## config.mk

```make
export PLATFORM = sky130hd
export DESIGN_NAME = sobel_edge
export DESIGN_NICKNAME = d
export VERILOG_FILES = /design/src/rtl/sobel_edge_pkg.sv /design/src/rtl/sobel_edge_absdiff.sv /design/src/rtl/sobel_edge.sv
export SDC_FILE = /design/constraint.sdc
export NUM_CORES = 1
export LEC_CHECK = 0
export ABC_AREA = 1
export CAP_MARGIN = 0
export CORE_UTILIZATION = 60
export DETAILED_ROUTE_END_ITERATION = 16
export PLACE_DENSITY = 0.94
export SYNTH_ARGS = -nofsm -noshare
export SYNTH_HDL_FRONTEND = slang
export SYNTH_HIERARCHICAL = 1
export SYNTH_SLANG_ARGS = --single-unit
```

## constraint.sdc

```tcl
create_clock -name clock -period 10.83 [get_ports clock]
set_clock_uncertainty 0.15 [all_clocks]
set_input_delay 1.6245 -clock clock [delete_from_list [all_inputs] [get_ports clock]]
set_output_delay 1.6245 -clock clock [all_outputs]
set_load 0.03 [all_outputs]
```

## src/rtl/sobel_edge_pkg.sv

```systemverilog
// Shared edge-detection constants: pixel/window widths, default raster size,
// 3x3 window tap offsets and the pipeline tag carried alongside the data.
package sobel_edge_pkg;

    localparam int PIX_W    = 8;
    localparam int MATRIX_W = 72;
    localparam int COLS_DEF = 640;
    localparam int ROWS_DEF = 480;
    localparam int HC_W     = 11;
    localparam int VC_W     = 10;
    localparam int SUM_W    = 10;
    localparam int CNT_W    = 20;

    localparam int Z0_LSB = 0;
    localparam int Z1_LSB = 8;
    localparam int Z2_LSB = 16;
    localparam int Z3_LSB = 24;
    localparam int Z4_LSB = 32;
    localparam int Z5_LSB = 40;
    localparam int Z6_LSB = 48;
    localparam int Z7_LSB = 56;
    localparam int Z8_LSB = 64;

    typedef struct packed {
        logic            vld;
        logic [HC_W-1:0] h;
        logic [VC_W-1:0] v;
    } tag_t;

    // Zero-extended tap, ready for 10-bit partial-sum arithmetic.
    function automatic logic [SUM_W-1:0] tap(input logic [MATRIX_W-1:0] m, input int lsb);
        return {{(SUM_W-PIX_W){1'b0}}, m[lsb +: PIX_W]};
    endfunction

endpackage

```

## src/rtl/sobel_edge_absdiff.sv

```systemverilog
// Absolute difference of two unsigned 10-bit partial sums (|a - b|).
module sobel_absdiff
    import sobel_edge_pkg::*;
(
    input  logic [SUM_W-1:0] a,
    input  logic [SUM_W-1:0] b,
    output logic [SUM_W-1:0] y
);

    always_comb begin
        y = (a >= b) ? (a - b) : (b - a);
    end

endmodule

```

## src/rtl/sobel_edge.sv

```systemverilog
// 3-stage Sobel gradient magnitude with edge threshold and per-frame edge count.
// The edge flag port is named edge_flag because "edge" is a reserved word.
module sobel_edge
    import sobel_edge_pkg::*;
#(
    parameter int COLS       = COLS_DEF,
    parameter int ROWS       = ROWS_DEF,
    parameter int THRESH_RST = 64
) (
    input  logic                clock,
    input  logic                reset,
    input  logic [MATRIX_W-1:0] matrix,
    input  logic                in_valid,
    input  logic [HC_W-1:0]     hcount,
    input  logic [VC_W-1:0]     vcount,
    input  logic [PIX_W-1:0]    threshold,
    output logic [PIX_W-1:0]    out_pixel,
    output logic                edge_flag,
    output logic                out_valid,
    output logic [HC_W-1:0]     out_hcount,
    output logic [VC_W-1:0]     out_vcount,
    output logic [CNT_W-1:0]    frame_edges
);

    localparam logic [CNT_W-1:0] CNT_MAX = '1;

    logic [SUM_W-1:0] gx_p_q, gx_n_q, gy_p_q, gy_n_q;
    logic [SUM_W-1:0] gx_p_d, gx_n_d, gy_p_d, gy_n_d;
    tag_t             s1_tag_q, s1_tag_d, s2_tag_q, s2_tag_d;
    logic [SUM_W-1:0] abs_gx_q, abs_gy_q, abs_gx_d, abs_gy_d;
    logic [PIX_W-1:0] thresh_q, thresh_d;
    logic [PIX_W-1:0] out_pixel_q, out_pixel_d;
    logic             edge_q, edge_d;
    logic             out_valid_q, out_valid_d;
    logic [HC_W-1:0]  out_hcount_q, out_hcount_d;
    logic [VC_W-1:0]  out_vcount_q, out_vcount_d;
    logic [CNT_W-1:0] cnt_q, cnt_d, frame_edges_q, frame_edges_d;

    logic             accept;
    logic [HC_W-1:0]  mag;
    logic             border, inc;
    logic [PIX_W-1:0] pix;
    logic [CNT_W-1:0] cnt_sum;

    // S1: partial sums and input qualification
    always_comb begin
        gx_p_d   = tap(matrix, Z8_LSB) + (tap(matrix, Z5_LSB) << 1) + tap(matrix, Z2_LSB);
        gx_n_d   = tap(matrix, Z6_LSB) + (tap(matrix, Z3_LSB) << 1) + tap(matrix, Z0_LSB);
        gy_p_d   = tap(matrix, Z8_LSB) + (tap(matrix, Z7_LSB) << 1) + tap(matrix, Z6_LSB);
        gy_n_d   = tap(matrix, Z2_LSB) + (tap(matrix, Z1_LSB) << 1) + tap(matrix, Z0_LSB);
        accept   = in_valid && (hcount < HC_W'(COLS)) && (vcount < VC_W'(ROWS));
        s1_tag_d = '{vld: accept, h: hcount, v: vcount};
        thresh_d = (accept && hcount == '0 && vcount == '0) ? threshold : thresh_q;
    end

    // S2: |Gx| and |Gy|
    sobel_absdiff u_abs_gx (.a(gx_p_q), .b(gx_n_q), .y(abs_gx_d));
    sobel_absdiff u_abs_gy (.a(gy_p_q), .b(gy_n_q), .y(abs_gy_d));

    always_comb begin
        s2_tag_d = s1_tag_q;
    end

    // S3: saturate, threshold, border blanking and edge accounting
    always_comb begin
        mag     = {1'b0, abs_gx_q} + {1'b0, abs_gy_q};
        border  = (s2_tag_q.h < HC_W'(2)) || (s2_tag_q.v < VC_W'(2));
        pix     = border ? '0 : ((mag > HC_W'(255)) ? '1 : mag[PIX_W-1:0]);
        inc     = s2_tag_q.vld && !border && (pix >= thresh_q);
        cnt_sum = (cnt_q == CNT_MAX) ? CNT_MAX : cnt_q + CNT_W'(inc);

        out_valid_d   = s2_tag_q.vld;
        out_pixel_d   = out_pixel_q;
        edge_d        = edge_q;
        out_hcount_d  = out_hcount_q;
        out_vcount_d  = out_vcount_q;
        cnt_d         = cnt_sum;
        frame_edges_d = frame_edges_q;

        if (s2_tag_q.vld) begin
            out_pixel_d  = pix;
            edge_d       = inc;
            out_hcount_d = s2_tag_q.h;
            out_vcount_d = s2_tag_q.v;
            // Frame-start pixel closes the old frame and opens the new one.
            if (s2_tag_q.h == '0 && s2_tag_q.v == '0) begin
                frame_edges_d = cnt_sum;
                cnt_d         = CNT_W'(inc);
            end
        end
    end

    always_ff @(posedge clock) begin
        if (reset) begin
            gx_p_q        <= '0;
            gx_n_q        <= '0;
            gy_p_q        <= '0;
            gy_n_q        <= '0;
            s1_tag_q      <= '0;
            s2_tag_q      <= '0;
            abs_gx_q      <= '0;
            abs_gy_q      <= '0;
            thresh_q      <= PIX_W'(THRESH_RST);
            out_pixel_q   <= '0;
            edge_q        <= 1'b0;
            out_valid_q   <= 1'b0;
            out_hcount_q  <= '0;
            out_vcount_q  <= '0;
            cnt_q         <= '0;
            frame_edges_q <= '0;
        end else begin
            gx_p_q        <= gx_p_d;
            gx_n_q        <= gx_n_d;
            gy_p_q        <= gy_p_d;
            gy_n_q        <= gy_n_d;
            s1_tag_q      <= s1_tag_d;
            s2_tag_q      <= s2_tag_d;
            abs_gx_q      <= abs_gx_d;
            abs_gy_q      <= abs_gy_d;
            thresh_q      <= thresh_d;
            out_pixel_q   <= out_pixel_d;
            edge_q        <= edge_d;
            out_valid_q   <= out_valid_d;
            out_hcount_q  <= out_hcount_d;
            out_vcount_q  <= out_vcount_d;
            cnt_q         <= cnt_d;
            frame_edges_q <= frame_edges_d;
        end
    end

    assign out_pixel   = out_pixel_q;
    assign edge_flag   = edge_q;
    assign out_valid   = out_valid_q;
    assign out_hcount  = out_hcount_q;
    assign out_vcount  = out_vcount_q;
    assign frame_edges = frame_edges_q;

endmodule

```

[Word level (Yosys, flattened, before mapping)]
Index checks and enable logic that the tools add are counted.
Cells by class
  reductions and logical operators: 14
  order comparisons: 8
  $add $sub $neg: 14
  mux-type cells: 7
  equality and inequality tests: 1
Operators by type and width (number)
  $mux 20: 3
  $add 10x8->10: 4
  $add 8x9->10: 4
  $sub 10x10->10: 4
  $logic_not 11->1: 2
  $add 20x1->20: 1
  $eq 20x20->1 const B: 1
  $ge 10x10->1: 2
  $logic_not 10->1: 2
  $mux 10: 2
  $mux 8: 2
  $add 10x10->11: 1
  $gt 11x8->1 const B: 1
  $lt 11x10->1 const B: 1
  $lt 11x2->1 const B: 1
  $lt 10x2->1 const B: 1
  $lt 10x9->1 const B: 1
  $ge 8x8->1: 1
  $logic_and 1x1->1: 7
  $reduce_and 2->1: 1
  $logic_not 1->1: 1
  $logic_or 1x1->1: 1
Word-level totals
  logic and storage cells: 64
  bits in registers: 183
  input port bits: 104
  output and inout bits: 51

[Longest topological paths before layout]
Gate-level depths: netlist of run 1.
  word-level depth: 10
  mapped depth: 31
  gate-level depth less buffers: 31

[Modules after synthesis]
Netlist of run 1, hierarchy kept.
Modules (own cells, without submodules)
  sobel_edge: area each 8684.6 µm², times used 1, cells an instance 1076, seq. area each 3663.5 µm²
  sobel_absdiff: area each 1146.1 µm², times used 2, cells an instance 207, seq. area each 0.0 µm²

[Least setup slack after synthesis of run 1]
Ideal clock, no wire load.
  kind: register to register
  start: reg abs_gx_q[0]
  end: reg frame_edges_q[18], in the netlist frame_edges[18]
  required time: 10567 ps
  library setup time: 113 ps
  arrival time: 3549 ps
  setup slack: 7018 ps
  cell stages (with the launch flop): 31
  clock period less this slack: 3812 ps
  buffers on the path: 0
  cell sequence: dfxtp_1 -> ha_1 -> fa_1 -> nand3_1 -> nand3_1 -> nand2_1 -> nand2_1 -> nand2_1 -> nand2_1 -> nor2_4 -> nand3_1 -> nand2_1 -> inv_1 -> ha_1 -> nand2_1 -> nor2_1 -> nand4_1 -> o2111ai_1 -> nand2_1 -> inv_1 -> ha_1 -> ha_1 -> nand2_1 -> inv_1 -> nand2_2 -> nor2_2 -> nand3_1 -> xor2_1 -> nand2_2 -> nand2_1 -> nand2_1
On the way
  longest elaborated chain between the ends: 8
Ends and longest elaborated chain
  start: declaration: RTL line sobel_edge.sv:30  | logic [SUM_W-1:0] abs_gx_q, abs_gy_q, abs_gx_d, abs_gy_d;
  start signal: assignment: RTL line sobel_edge.sv:118  | abs_gx_q <= abs_gx_d;
  $add 10x10->11 *: RTL line sobel_edge.sv:66  | mag = {1'b0, abs_gx_q} + {1'b0, abs_gy_q};
  $gt 11x8->1: RTL line sobel_edge.sv:68  | pix = border ? '0 : ((mag > HC_W'(255)) ? '1 : mag[PIX_W-1:0]);
  $mux 8 * (2 in a row): RTL line sobel_edge.sv:68
  net pix[7]: RTL line sobel_edge.sv:42  | logic [PIX_W-1:0] pix;
  $ge 8x8->1 *: RTL line sobel_edge.sv:69  | inc = s2_tag_q.vld && !border && (pix >= thresh_q);
  $logic_and 1x1->1 *: RTL line sobel_edge.sv:69
  net inc: RTL line sobel_edge.sv:41  | logic border, inc;
  $add 20x1->20 *: RTL line sobel_edge.sv:70  | cnt_sum = (cnt_q == CNT_MAX) ? CNT_MAX : cnt_q + CNT_W'(inc);
  $mux 20 *: RTL line sobel_edge.sv:70
  end signal: assignment: RTL line sobel_edge.sv:127  | frame_edges_q <= frame_edges_d;
  end: declaration: RTL line sobel_edge.sv:37  | logic [CNT_W-1:0] cnt_q, cnt_d, frame_edges_q, frame_edges_d;
The timed path passes the listed nets; every way through them passes the cells marked *.
A chain may end at the register's enable or synchronous reset.

[Worst setup path in the final report of run 1]
  start: reg abs_gx_q[0]
  end: reg frame_edges_q[10], in the netlist frame_edges[10]
Same word-level chain as after synthesis.

==> qor.yml, run 1 <==
outcome: "completed"
setup_ws_ns: 6.11
coreArea_um2: 18000
die_area_um2: 18800
hp-start: "s1_tag_q[4]"
synthDistinctLibCells: 44
start_util_pct: 61.1
first_pass_iters: 6
synth_cells: 1490
start_kind: "flop"
dieHeight_um: 137
routed_wl_um: 27300
io_pins: 155
finalSetupViolations: 0
post-place-ws_ns: 6.32
rr_startpoint: "abs_gx_q[0]"
clkLatencyLatePin_ns: 0.44
cts_tree: "yes"
cp_max_fo: 8
hold_viol: 0
r2r-end: "frame_edges[10]"
grt_util_all_layers_pct: 30.3
path_common_cell: "nand2_1"
clock_sinks: 183
grt_pass1_wl_um: 44500
ys_seq_area_share_pct: 33.4
synth_top_area_cell: "dfxtp_1"
async_flop_share_pct: 0
clock_power_share_pct: 24.4
ant_nets: 0
grt_max_degree: 62
cts_root_buf: "clkbuf_16"
fillers: 1327
p_leak_uw: 0.00639
viasPerCell: 5.31
ir_worst_vdd_mv: 0.169
grt.overflow.total: 0
yosysWarnings: 6
rsz0062_at_grt: "false"
fin_tns_setup_ns: 0
grt_pass1_vias: 9749
comb_power_share_pct: 43.5
path_clk_slew_ns: 0.07
cp.arrival_ns: 4.89
nNetsFinal: 1856
switching_share_pct: 40.6
hold_depth: 2
worst_pin_slew_ns: 0.911
hp-class: "flop to flop"
syn2layout_area_growth_pct: 19.3
synth_seq_cells: 183
gp_congestion: 0.965
cts_buffers: 17
critical_path_class: "flop to flop"
synth_edf_count: 0
syn_area_um2: 11000
wl_per_cell_um: 14.7
dp_hpwl_um: 20800
post_cts_buffers: 0
cts_max_level: 4
drv_cap: 0
ctsResizeCount: 0
slew_headroom_pct: 39.1
post-route-period-util_pct: 43.5
drt-initial-drc-count: 612
clockBufferDepth: 2
io_buffer_count: 146
netlist.area_leader.share_pct: 33.4
multi_input_area_um2: 6100
holdBufCountCts: 0
slew_violations: 0
critPathSlowestCell: "fa_1"
drc: 0
crit_required_ns: 11.00
regArea_um2: 3660
cellInternalPower_uw: 1430
num_vias: 9893
fp.dieW_um: 137
rrSetupSlack_ns: 6.11
drive_gt1_share_pct: 6.61
fp-row-count: 49
holdPathEnd: "s2_tag_q[4]"
syn-num-nets: 1725
reg2reg_depth: 28
max_freq_mhz: 212
power_frac_seq_pct: 32.1
switchingPower_uw: 980
max_stage_delay_ns: 0.45
antenna_cells: 0
ys.flop_type: "dfxtp_1"
end_kind: "flop"
antenna_found_initial: 0
finalCriticalPeriod_ns: 4.72
powerDensity_nw_per_um2: 184
synth.avg_cell_area_um2: 7.37
synth_area_leaders: "dfxtp_1 33%, ha_1 11%, nand2_1 10%"
-- Yosys cell counts (2+ instances only) --
cell type / n
buf_6: 7
fa_1: 37
o21ai_2: 4
o311ai_0: 4
nor2_2: 3
nand2_1: 307
o21ai_1: 10
nand3_2: 12
ha_1: 94
o21bai_1: 2
clkbuf_1: 20
a211oi_2: 7
nor2_1: 186
clkbuf_2: 4
o21a_1: 2
buf_2: 5
a21oi_2: 2
or2_2: 3
nor3_2: 2
a31oi_1: 2
dfxtp_1: 183
nand2_2: 13
nand4_1: 18
xor2_1: 18
nand3_1: 73
o21ai_0: 67
nor3_1: 11
nand3b_1: 5
nor2_4: 8
nor4_1: 2
inv_1: 252
nand2_4: 2
a21oi_1: 92
xnor2_1: 11
inv_2: 12
buf_4: 2
-- metrics by stage --
stage               utilization [%]  instance area [um^2]  instances  hold slack [ns]  power (uW)
floorplan                         -                 11000       1490            0.238        1560
global placement               69.8                 12500       1831            0.240        1770
CTS                            72.9                 13100       1863            0.260        2400
finish                         72.9                 13100       1863            0.256        2410
detailed placement             69.8                 12500       1831            0.247        1800
global route                   72.9                 13100       1863            0.275        2600
-- final cells by class --
cell class / count / share of cell area (%)
clock inverters: 13 / 0.870
multi-input cells: 1003 / 46.6
inverters: 266 / 7.65
repair buffers: 150 / 11.4
clock buffers: 19 / 3.38
flip-flops and latches: 183 / 28.0
well taps: 229 / 2.19
-- metal layers --
metal / wire [um] / global-route usage [%]
met1: 11500 / 36.5
met2: 13500 / 52.6
met3: 1390 / 5.41
met4: 962 / 13.9
met5: 0 / 0
-- cells in the final DEF (no fill, tap or decap), drive strengths merged, types with 4 or more instances in the layout --
master and instances:
o311ai 4, clkdlybuf4s50 145, a211oi 7, nand3b 6
nand4 19, xnor2 11, nor2 197, nand3 85
ha 94, fa 37, buf 5, nor3 13
clkinv 5, o21ai 81, clkbuf 19, nand2 322
dfxtp 183, a21oi 94, inv 272, xor2 18
-- worst max path at each step --
| stage | startpoint | end | cells past startpoint |
|---|---|---|---|
| detailed placement | abs_gx_q[0] | frame_edges[18] | 30 |
| floorplan | abs_gx_q[0] | frame_edges[18] | 30 |
| global placement | abs_gx_q[0] | frame_edges[18] | 30 |
| finish | abs_gx_q[0] | frame_edges[10] | 28 |
| CTS | abs_gx_q[0] | frame_edges[10] | 28 |
| global route | abs_gx_q[0] | frame_edges[18] | 30 |
-- state kept, by name, indices dropped and copies added, names as in the netlist --
name / count
gx_p_q: 10
out_vcount: 10
out_pixel: 8
s2_tag_q: 21
gy_n_q: 10
thresh_q: 8
gy_p_q: 10
frame_edges: 20
abs_gx_q: 10
gx_n_q: 10
edge_flag: 1
out_valid: 1
cnt_q: 20
abs_gy_q: 10
out_valid_d: 1
s1_tag_q: 22
out_hcount: 11
-- critical path: cells and delay by family, from the launching register on --
| family | cells | cell delay, ns |
|---|---|---|
| AND/OR/NAND/NOR | 16 | 1.82 |
| adder cells (fa/ha/maj) | 5 | 1.36 |
| AO/OA/AOI/OAI | 4 | 0.65 |
| flip-flops | 1 | 0.31 |
| buffers and inverters | 3 | 0.29 |
-- power by group through the flow --
stage	clock (uW)	combinational, uW	sequential [uW]
global route	623	1200	778
floorplan	0	781	777
finish	588	1050	773
detailed placement	0	1020	787
CTS	594	1030	773
global placement	0	987	785
-- kinds of logic (layout without fill, tap and decap cells) --
kind of cell	count (synthesis)	after routing	share of synthesized area, %
AO/OA/AOI/OAI	194	194	9.84
adder cells (fa/ha/maj)	131	131	17.5
flip-flops	183	183	33.4
buffers and inverters	304	448	11.1
XOR/XNOR	29	29	2.31
AND/OR/NAND/NOR	649	649	25.9
(Power assumes the default switching activity.)
==> run 2: changes to the inputs <==
Settings changed: CORE_UTILIZATION 60 to 50, PLACE_DENSITY 0.94 to 0.84.
Clock period 10.83 ns to 3.9 ns, I/O delays scaled along.
==> qor.yml, run 2 (synthesized netlist as in run 1, its figures left out) <==
outcome: "finished, violations left"
failed_checks: "negative setup slack"
drv_cap: 0  # unchanged
hold_viol: 0  # unchanged
ant_nets: 0  # unchanged
fp-row-count: 53  # +8.2%
critPathSlowestCell: "fa_2"
crit_required_ns: 4.14  # -6.86 ns
grt_max_degree: 92  # +48%
max_freq_mhz: 237  # +12%
routed_wl_um: 29400  # +7.6%
powerDensity_nw_per_um2: 523  # +180%
path_clk_slew_ns: 0.08  # about the same
clock_sinks: 183  # unchanged
crit_family: "simple AND/OR/NAND/NOR gates"
finalCriticalPeriod_ns: 4.22  # -0.491 ns
fin_tns_setup_ns: -6.53  # -6.53 ns
drive_gt1_share_pct: 14.4  # +7.8 points
antenna_cells: 0  # unchanged
wl_per_cell_um: 15.0  # +2.4%
start_util_pct: 51.6  # -9.5 points
io_pins: 155  # unchanged
cts_tree: "yes"
p_leak_uw: 0.00677  # +5.9%
slew_headroom_pct: 32.0  # -7.1 points
wl_met3_um: 1630  # +17%
viasPerCell: 5.20  # -2.2%
drt-initial-drc-count: 849  # +39%
nNetsFinal: 1904  # +2.6%
syn2layout_area_growth_pct: 28.2
wl_met1_um: 12100  # +5.1%
layout.cells.most_common: "nand2_1"
reg_top3: "s1_tag_q (22), s2_tag_q (21)"
critical_path_class: "flop to flop"
start_kind: "flop"
path_buf_inv: 4  # +1
end_kind: "flop"
antenna_found_initial: 0  # unchanged
holdBufCountCts: 0  # unchanged
coreArea_um2: 21300  # +18%
io_buffer_count: 146  # unchanged
worst_pin_slew_ns: 1.02  # +0.109 ns
max_stage_delay_ns: 0.37  # -0.08 ns
post-route-period-util_pct: 108  # +65 points
setup_ws_ns: -0.324  # -6.44 ns
hp-class: "flop to flop"
path_common_cell: "nand2_1"
die_area_um2: 22500  # +20%
cp_max_fo: 8  # unchanged
grt_util_all_layers_pct: 24.9  # -5.4 points
gp_congestion: 0.956  # -0.95%
grt_pass1_vias: 9622  # -1.3%
route.met2.wl_um: 14700  # +9.0%
dp_hpwl_um: 20200  # -2.8%
clockBufferDepth: 2  # unchanged
final_cell_mix: "288 x nand2_1, 242 x inv_1, 181 x dfxtp_1"
num_vias: 10200  # +2.8%
drc: 0  # unchanged
clkLatencyLatePin_ns: 0.44  # about the same
first_pass_iters: 6  # unchanged
cts_root_buf: "clkbuf_16"
whs_ns: 0.242  # -0.0146 ns
fp.dieW_um: 150  # +9.4%
largest_reg_flops: 22  # unchanged
grt.overflow.total: 0  # unchanged
grt_pass1_wl_um: 44700  # +0.50%
rsz0062_at_grt: "true"
slew_violations: 0  # unchanged
cts_max_level: 4  # unchanged
dieHeight_um: 150  # +9.4%
cts_buffers: 17  # unchanged
ir_worst_vdd_mv: 0.365  # +120%
finalSetupViolations: 33  # +33
top_layer_used: "met4"
largest_register: "s1_tag_q"
cp.arrival_ns: 4.47  # -0.42 ns
==> run 2: report_power, final <==
group / total, uW / internal [uW] / switching [uW]
registers: 2150 / 2050 / 102
logic: 3480 / 1400 / 2080
clock network: 1730 / 927 / 801
total: 7350 / 4370 / 2980
==> run 2: per-stage QoR <==
stage	setup WS [ns]	utilization, %	cell area [um^2]	total power [uW]	instances
final	-0.324	66.1	14100	7350	1957
after floorplan	0.0881	-	11000	4330	1490
after detailed placement	-0.207	59.8	12700	5060	1894
after CTS	-0.0408	64.0	13600	7040	1943
after global placement	-0.0746	59.8	12700	4970	1894
after global routing	-0.495	66.1	14100	7860	1957
==> run 2: layer usage <==
metal / track usage, % / vias to the layer above
met5: 0 / -
met4: 9.90 / 0
met3: 3.94 / 85
met2: 43.8 / 400
met1: 30.4 / 4671
li1: - / 5012
==> run 2: path summary, 6_finish.rpt <==
kind | startpoint | to | slack, ns | cells after the start
worst max-delay path | abs_gx_q[0] | frame_edges[17] | -0.32 | 30
worst min-delay path | s1_tag_q[21] | out_valid_d | 0.24 | 2
worst max register to register | abs_gx_q[0] | frame_edges[17] | -0.32 | 30
worst min register to register | s1_tag_q[21] | out_valid_d | 0.24 | 2
==> run 2: final cells by class <==
| cell class | instances | area [um^2] |
|---|---|---|
| Multi-Input combinational cell | 1003 | 6580 |
| Tap cell | 275 | 344 |
| Inverter | 266 | 1010 |
| Timing Repair Buffer | 198 | 1890 |
| Clock inverter | 14 | 151 |
| Fill cell | 1609 | 7210 |
| Sequential cell | 183 | 3670 |
| Clock buffer | 18 | 439 |
==> run 2: worst register-to-register path: cells and delay by family, from the launching register on <==
family	cells	cell delay (ns)
adders and majority gates	4	1.00
and+or+nand+nor	20	2.17
buffers and inverters	4	0.33
DFF	1	0.33
AOI/OAI and AO/OA	2	0.22
==> run 2: what timing repair did <==
action,in CTS,in global routing
pin swaps,26,44
endpoints found under the setup margin,28,38
setup buffers,17,15
resized for setup,42,80
==> run 3: changes to the inputs <==
Settings changed: CAP_MARGIN 0 to 10, CORE_UTILIZATION 50 to 58, DONT_BUFFER_PORTS from default to 1, PLACE_DENSITY 0.84 to 0.83.
==> qor.yml, run 3 (synthesized netlist as in run 1, its figures left out) <==
path_common_cell: "nand2_1"
wl_met1_um: 11300  # -6.7%
setup_ws_ns: -0.219  # +0.105 ns
switching_share_pct: 41.4  # +0.83 points
syn2layout_area_growth_pct: 12.4
fin_tns_setup_ns: -3.38  # +3.15 ns
grt_max_degree: 93  # +1.1%
comb_power_share_pct: 45.5  # -1.8 points
power_uw: 7170  # -2.5%
powerDensity_nw_per_um2: 581  # +11%
hold_viol: 0  # unchanged
hold_depth: 1  # -1
path_clk_slew_ns: 0.08  # about the same
fp.dieW_um: 140  # -7.1%
reg2reg_depth: 27  # -10%
fp-row-count: 49  # -7.5%
final_cell_mix: "293 x nand2_1, 241 x inv_1, 182 x nor2_1, 182 x dfxtp_1, 88 x a21oi_1"
clockBufferDepth: 2  # unchanged
failed_checks: "negative setup slack"
crit_required_ns: 4.10  # -0.04 ns
grt.overflow.total: 0  # unchanged
reg_top3: "s1_tag_q (22), s2_tag_q (21)"
p_leak_uw: 0.00609  # -10%
antenna_found_initial: 0  # unchanged
switchingPower_uw: 2970  # -0.46%
fillers: 1437  # -11%
critPathSlowestCell: "ha_1"
largest_reg_flops: 22  # unchanged
rsz0062_at_grt: "true"
holdPathEnd: "abs_gx_q[3]"
io_pins: 155  # unchanged
ir_worst_vdd_mv: 0.406  # +11%
drv_cap: 0  # unchanged
coreArea_um2: 18300  # -14%
drc: 0  # unchanged
gp_congestion: 0.925  # -3.2%
wl_per_cell_um: 15.3  # +1.7%
clock_power_share_pct: 24.5  # +1.0 points
clock_sinks: 183  # unchanged
rr_startpoint: "abs_gx_q[4]"
drt-initial-drc-count: 825  # -2.8%
routed_wl_um: 26600  # -9.3%
power_frac_seq_pct: 30.0  # +0.8 points
dieHeight_um: 140  # -7.1%
num_vias: 9367  # -7.9%
nNetsFinal: 1739  # -8.7%
viasPerCell: 5.36  # +3.3%
route.met2.wl_um: 13200  # -9.9%
start_kind: "flop"
finalNonFillerCells: 1746  # -11%
critical_path_class: "flop to flop"
hp-start: "reset"
cellInternalPower_uw: 4200  # -3.8%
max_stage_delay_ns: 0.35  # -0.02 ns
cp_num_cells: 27  # -10%
antenna_cells: 0  # unchanged
cts_root_buf: "clkbuf_16"
holdBufCountCts: 0  # unchanged
first_pass_iters: 8  # +2
cp.arrival_ns: 4.31  # -0.16 ns
rrSetupSlack_ns: -0.22  # +0.11 ns
layout.cells.most_common: "nand2_1"
hp-class: "input port to flop"
die_area_um2: 19500  # -14%
largest_register: "s1_tag_q"
cts_tree: "yes"
grt_pass1_wl_um: 42300  # -5.3%
slew_violations: 0  # unchanged
dp.cells: 1703  # -10%
finalCriticalPeriod_ns: 4.12  # -0.105 ns
crit_family: "simple AND/OR/NAND/NOR gates"
max_freq_mhz: 243  # +2.6%
top_layer_used: "met4"
whs_ns: 0.0661  # -0.176 ns
end_kind: "flop"
start_util_pct: 60.1  # +8.5 points
clkLatencyLatePin_ns: 0.45  # about the same
r2r-end: "cnt_q[13]"
crit_start: "abs_gx_q[4]"
dp_hpwl_um: 18600  # -8.1%
grt_pass1_vias: 9235  # -4.0%
slew_headroom_pct: 41.2  # +9.2 points
cp_max_fo: 8  # unchanged
path_buf_inv: 3  # -1
finalSetupViolations: 29  # -12%
outcome: "finished, violations left"
worst_pin_slew_ns: 0.879  # -0.141 ns
post-route-period-util_pct: 106  # -2.7 points
grt_util_all_layers_pct: 26.9  # +2.0 points
io_buffer_count: 0  # -100%
ant_nets: 0  # unchanged
wl_met3_um: 1510  # -7.2%
drive_gt1_share_pct: 13.7  # -0.68 points
cts_max_level: 4  # unchanged
cts_buffers: 17  # unchanged
-- run 3: changes by cell type in the layout (fill, tap and decap cells not counted), moves of 3 or more --
cell / previous run / this run
clkdlybuf4s50_1: 145 / 0
buf_4: 43 / 28
buf_6: 10 / 5
nand2_1: 288 / 293
nand2_2: 28 / 23
clkinv_8: 1 / 5
nand3_2: 25 / 21
a21oi_1: 85 / 88
inv_12: 0 / 3
inv_2: 19 / 22
nand3_1: 58 / 61
-- run 3: area by class of cell --
class / count / area, um^2 / share of cell area [%]
clock buffers: 17 / 425 / 3.45
flip-flops and latches: 183 / 3660 / 29.7
clock inverters: 15 / 194 / 1.57
repair buffers: 33 / 267 / 2.16
multi-input cells: 1003 / 6500 / 52.7
well taps: 229 / 287 / 2.32
inverters: 266 / 1000 / 8.13
-- run 3: worst register-to-register path: stages, from the launching register on --
cell       delay, ns
dfxtp_1         0.31
ha_1            0.35
a21oi_1         0.33
nand2_1         0.11
nand2_1         0.09
nand3_1         0.07
nand2_1         0.07
nand2_1         0.06
inv_2           0.18
nand3_2         0.11
nand2_2         0.10
inv_2           0.06
ha_4            0.27
nand2_2         0.07
o21ai_2         0.13
nand2_1         0.08
o2111ai_2       0.10
nand2_1         0.12
inv_2           0.10
ha_4            0.16
nand3_4         0.09
nor2_4          0.11
nand2_2         0.08
nor2_4          0.17
nand4_2         0.15
a21oi_2         0.17
o21ai_1         0.09
and2_1          0.14
-- run 3: stage by stage --
stage                     instance area, um^2  utilization, %  worst slack (ns)
after floorplan                         11000               -            0.0881
after global placement                  11200            61.4            -0.111
after detailed placement                11200            61.4            -0.267
after CTS                               12000            65.8           -0.0682
after global routing                    12300            67.5            -0.470
final                                   12300            67.5            -0.219
-- run 3: how the worst max path moves through the flow --
stage	endpoint	slack (ns)
5_1_grt	frame_edges[13]	-0.47
2_1_floorplan	frame_edges[18]	0.09
3_5_place_dp	frame_edges[18]	-0.27
3_3_place_gp	frame_edges[18]	-0.11
6_report	cnt_q[13]	-0.22
4_1_cts	cnt_q[13]	-0.07
-- run 3: repair_timing --
action	4_1_cts	5_1_grt
pin swaps	20	33
setup buffers	4	7
gates resized for setup	35	60
endpoints found under the setup margin	32	37
cloned	0	0
-- run 3: power groups by stage --
stage / logic [uW] / registers [uW] / clock network [uW]
2_1_floorplan: 2170 / 2160 / 0
3_3_place_gp: 2660 / 2190 / 0
3_5_place_dp: 2730 / 2190 / 0
4_1_cts: 2960 / 2150 / 1770
5_1_grt: 3650 / 2170 / 1860
6_report: 3260 / 2150 / 1760
-- run 3: per-layer routing --
metal | vias to the layer above | track usage [%]
li1 | 4683 | -
met3 | 64 | 5.13
met5 | - | 0
met4 | 0 | 10.3
met2 | 314 | 46.8
met1 | 4306 | 32.9
